`src/rtl/rr_arbiter_16.sv`:
```
// rr_arbiter_16 -- 16-requester round-robin arbiter with bounded tenure.
//
// Shares one resource among 16 requesters and drives a registered one-hot
// grant. The encoding matches a 4-to-16 decoder output. Each owner is held
// for at most MAX_HOLD cycles while anyone else is waiting. One dead cycle
// (GAP) is inserted between consecutive owners.
//
// Ports:
//   clk_i          system clock, rising edge
//   reset_i        synchronous active-high reset
//   enable_i       arbiter enable; low drops any grant and idles
//   req_i[15:0]    request levels, bit i held while requester i wants/uses it
//   grant_o[15:0]  registered one-hot grant (1 << grant_id_o when valid)
//   grant_id_o     index of current or last owner
//   grant_valid_o  |grant_o
//   busy_o         state is GRANT or GAP
module rr_arbiter_16 #(
  parameter int unsigned MAX_HOLD = 8  // legal 1..255
) (
  input  logic        clk_i,
  input  logic        reset_i,
  input  logic        enable_i,
  input  logic [15:0] req_i,
  output logic [15:0] grant_o,
  output logic [3:0]  grant_id_o,
  output logic        grant_valid_o,
  output logic        busy_o
);

  localparam int unsigned NUM_REQ  = 16;
  localparam logic [7:0]  HOLD_MAX = 8'(MAX_HOLD);

  typedef enum logic [1:0] {IDLE, GRANT, GAP} state_e;

  state_e      state_q, state_d;
  logic [15:0] grant_q, grant_d;
  logic [3:0]  id_q, id_d;
  logic [3:0]  last_q, last_d;
  logic [7:0]  hold_q, hold_d;

  // Round-robin pick: scan upward from last_q+1. The 4-bit index wraps
  // 15->0 by itself, so k=16 lands back on last_q (lowest priority).
  logic        win_found;
  logic [3:0]  win_id;
  logic [3:0]  scan_idx;
  logic [15:0] win_onehot;

  always_comb begin
    win_found = 1'b0;
    win_id    = '0;
    scan_idx  = '0;
    for (int k = 1; k <= NUM_REQ; k++) begin
      scan_idx = last_q + 4'(k);
      if (!win_found && req_i[scan_idx]) begin
        win_found = 1'b1;
        win_id    = scan_idx;
      end
    end
  end

  // Decode the winner index to the one-hot select.
  for (genvar i = 0; i < NUM_REQ; i++) begin : g_dec
    assign win_onehot[i] = (win_id == 4'(i));
  end

  always_comb begin
    state_d = state_q;
    grant_d = grant_q;
    id_d    = id_q;
    last_d  = last_q;
    hold_d  = hold_q;
    case (state_q)
      IDLE, GAP: begin
        if (enable_i && win_found) begin
          state_d = GRANT;
          grant_d = win_onehot;
          id_d    = win_id;
          hold_d  = 8'd1;
        end else begin
          state_d = IDLE;
          grant_d = '0;
        end
      end
      GRANT: begin
        if (!enable_i) begin
          state_d = IDLE;
          grant_d = '0;
          last_d  = id_q;
        end else if (!req_i[id_q]) begin
          state_d = GAP;
          grant_d = '0;
          last_d  = id_q;
        end else if (hold_q == HOLD_MAX && |(req_i & ~grant_q)) begin
          // Tenure exhausted and someone else is waiting.
          state_d = GAP;
          grant_d = '0;
          last_d  = id_q;
        end else if (hold_q != HOLD_MAX) begin
          // Saturates so a lone requester keeps the grant indefinitely.
          hold_d = hold_q + 8'd1;
        end
      end
      default: begin
        state_d = IDLE;
        grant_d = '0;
      end
    endcase
  end

  always_ff @(posedge clk_i) begin
    if (reset_i) begin
      state_q <= IDLE;
      grant_q <= '0;
      id_q    <= '0;
      last_q  <= 4'd15;  // requester 0 gets first pick
      hold_q  <= '0;
    end else begin
      state_q <= state_d;
      grant_q <= grant_d;
      id_q    <= id_d;
      last_q  <= last_d;
      hold_q  <= hold_d;
    end
  end

  assign grant_o       = grant_q;
  assign grant_id_o    = id_q;
  assign grant_valid_o = |grant_q;
  assign busy_o        = (state_q != IDLE);

endmodule
```
`config.mk`:
```
export PLATFORM = sky130hd
export DESIGN_NAME = rr_arbiter_16
export DESIGN_NICKNAME = d
export VERILOG_FILES = /design/src/rtl/rr_arbiter_16.sv
export SDC_FILE = /design/constraint.sdc
export NUM_CORES = 1
export LEC_CHECK = 0
export BUFFER_PORTS_ARGS = -buffer_cell sky130_fd_sc_hd__buf_4
export CAP_MARGIN = 20
export CORE_AREA = 2 2 93 95
export DETAILED_ROUTE_END_ITERATION = 16
export DIE_AREA = 0 0 95 97
export GPL_TIMING_DRIVEN = 1
export PLACE_DENSITY = 0.68
export SYNTH_ARGS = -nofsm -noshare
export SYNTH_HDL_FRONTEND = slang
export SYNTH_SLANG_ARGS = --single-unit
```
`constraint.sdc`:
```
create_clock -name clk_i -period 6.3 [get_ports clk_i]
set_input_delay 0.945 -clock clk_i [delete_from_list [all_inputs] [get_ports clk_i]]
set_output_delay 0.945 -clock clk_i [all_outputs]
set_load 0.02 [all_outputs]
```
==> impl_metrics.json <==
{
  "crit_type": "reg2reg",
  "fp-row-count": 33,
  "synth_common_cells": "nor2_1, dfxtp_1, mux2i_1",
  "vias_per_cell": 6.93,
  "worstPathArrival_ps": 4910,
  "grt_remaining_overflow": 0,
  "finalCriticalPeriod_ps": 4720,
  "finalCritPeriodShare": 0.750,
  "ys_async_sr_fraction": 0,
  "post_cts_buffers": 0,
  "slew-limit-headroom": 0.361,
  "antennaDiodeCount": 0,
  "n_fill_cell": 762,
  "p_leak_nw": 1.81,
  "r2r_start": "last_q[2]",
  "drt_first_pass_iters": 5,
  "die_x_um": 95,
  "synth_top_area_share": 0.170,
  "status": "completed",
  "clock_latency_ps": 290,
  "r2r_cells": 11,
  "irDropWorstVdd_v": 0.000180,
  "cts.clk_slew.worst_paths_ps": 70,
  "multi_input_area_mm2": 0.00308,
  "final_area_mm2": 0.00443,
  "area_delta_synth_final_pct": 10.6,
  "hold_violations": 0,
  "crit_path_start_kind": "register",
  "timing.fmax_ghz": 0.212,
  "cts_tree": "built",
  "dpl_cell_area_mm2": 0.00434,
  "start_util": 0.493,
  "cts_max_level": 2,
  "finClkSkew_ps": 6.70,
  "die_area_mm2": 0.00922,
  "finalSetupViolations": 0,
  "synth_area_leaders": "dfxtp_1, mux4_2, mux2i_1",
  "nets": 503,
  "slew_viol_final": 0,
  "worstHoldStart": "hold_q[6]",
  "cts_sinks": 34,
  "grt_antenna_before_repair": 0,
  "antenna_left": 0,
  "hold_path_depth": 2,
  "regArea_um2": 681,
  "pwr_density_cell_mw_per_mm2": 300,
  "synth_cell_types": 73,
  "vias": 4017,
  "drive_gt1_frac": 0.232,
  "holdWs_ps": 512,
  "worstSetupEndpointType": "register",
  "rr_endpoint": "grant_o[14]",
  "wl_per_cell_um": 21.7,
  "synth_top_area_cell": "dfxtp_1",
  "cts_hold_buf": 0,
  "cts-root-buf": "clkbuf_8",
  "postSynthCellCount": 445,
  "drtIter0Drc": 403,
  "crit_fanout": 20,
  "synth_edf_count": 0,
  "wirelength_mm": 12.6,
  "dp_hpwl_mm": 9.59,
  "die_h_um": 97,
  "synth_flop_cell": "dfxtp_1",
  "drv_cap": 0,
  "tightest_slew_ps": 955,
  "grt_use_total": 0.278,
  "rsz0062_at_grt": "false",
  "grt_pass1_wl_mm": 20.4,
  "grt_max_degree": 34,
  "clk_path_buf_depth": 2,
  "synth_area_mm2": 0.00401,
  "holdPathEnd": "hold_q[6]",
  "place.gp.congestion": 1.08,
  "grt_pass1_vias": 3761,
  "remaining_drc_errors": 0,
  "required_ps": 6480,
  "coreArea_mm2": 0.00813,
  "r2r_slack_ps": 1580,
  "syn_area_per_cell_um2": 9.01,
  "hold_path_class": "reg2reg",
  "yosysMostFrequentCell": "nor2_1",
  "numPortBuffers": 40,
  "ctsResizeCount": 0,
  "synth_warnings": 0,
  "ys_ff_latch": 34,
  "syn-num-nets": 474,
  "cts_made_buffers": 5,
  "finalSetupTns_ps": 0,
  "boundaryPins": 41,
  "ys_seq_area_frac": 0.170
}
## routing by layer
| metal | track usage | part of all wire | vias to the layer above |
|---|---|---|---|
| met5 | 0 | 0 | - |
| met2 | 0.450 | 0.49 | 219 |
| met1 | 0.390 | 0.41 | 1949 |
| li1 | - | - | 1816 |
| met4 | 0.0870 | 0.026 | 0 |
| met3 | 0.0280 | 0.069 | 33 |
## flip-flops by register name, indices dropped and copies added, names as in the netlist
register,flops
grant_o,16
hold_q,8
state_q,2
grant_id_o,4
last_q,4
## where the power goes
part,switching (W),leakage (nW),internal (W),total (W)
clock,0.0000756,0.0482,0.0000880,0.000164
sequential,0.0000288,0.276,0.000233,0.000262
combinational,0.000546,1.48,0.000358,0.000904
total,0.000650,1.81,0.000679,0.00133
## stage by stage
| step | utilization | setup WS (ps) | cells | total power, W |
|---|---|---|---|---|
| after floorplan | - | 1910 | 445 | 0.000927 |
| after global placement | 0.534 | 1620 | 572 | 0.00114 |
| after detailed placement | 0.534 | 1690 | 572 | 0.00114 |
| after CTS | 0.545 | 1650 | 580 | 0.00131 |
| after global routing | 0.545 | 1360 | 580 | 0.00141 |
| final | 0.545 | 1580 | 580 | 0.00133 |
## worst max-delay path, stage by stage, from the launching register on
cell and delay (ps):
dfxtp_1 570, buf_4 340, ha_1 230, a21oi_1 90, xnor2_1 690, mux4_2 650
nor3_4 410, nand2_1 180, or4b_1 560, and4_4 210, or2_0 360, a32o_1 320
## layout make-up
cell class	instances	area share
clock inverters	1	0.00113
multi-input cells	358	0.696
well taps	105	0.0296
inverters	31	0.0262
clock buffers	7	0.0195
flip-flops and latches	34	0.153
repair buffers	44	0.0745
## how the worst max path moves through the flow
| stage | startpoint | endpoint | slack, ps | cells past startpoint |
|---|---|---|---|---|
| after detailed placement | last_q[2] | grant_o[14] | 1690 | 11 |
| final | last_q[2] | grant_o[14] | 1580 | 11 |
| after CTS | last_q[2] | grant_o[14] | 1650 | 11 |
| after global placement | last_q[2] | grant_o[14] | 1620 | 11 |
| after floorplan | last_q[0] | grant_o[14] | 1910 | 16 |
| after global routing | last_q[1] | hold_q[6] | 1360 | 11 |
## cells by family (layout without fill, tap and decap cells)
family	after synthesis	after routing	share of synthesized area
simple gates	135	135	0.191
mux	77	77	0.290
fa+ha+maj	10	10	0.0312
flops	34	34	0.170
xor+xnor	13	13	0.0303
buf+inv	53	83	0.0609
compound gates	123	123	0.227
## layout by cell type (no fill, tap or decap), types with 4 or more instances in the layout
| master | n |
|---|---|
| a211o_1 | 5 |
| a211oi_1 | 4 |
| a21oi_1 | 20 |
| a221oi_1 | 6 |
| a31oi_1 | 6 |
| a32o_1 | 15 |
| and2_1 | 9 |
| and3_1 | 5 |
| buf_4 | 44 |
| clkbuf_8 | 6 |
| dfxtp_1 | 34 |
| ha_1 | 10 |
| inv_1 | 29 |
| mux2_2 | 13 |
| mux2i_1 | 34 |
| mux4_2 | 30 |
| nand2_1 | 18 |
| nand2b_1 | 6 |
| nand3_1 | 8 |
| nand4_1 | 4 |
| nor2_1 | 37 |
| nor2b_1 | 10 |
| nor3_1 | 5 |
| nor4_1 | 5 |
| o21ai_0 | 15 |
| o22ai_1 | 9 |
| o31ai_1 | 5 |
| or2_2 | 6 |
| xnor2_1 | 6 |
| xor2_1 | 6 |
No activity file was read; power rests on OpenSTA's default activity.
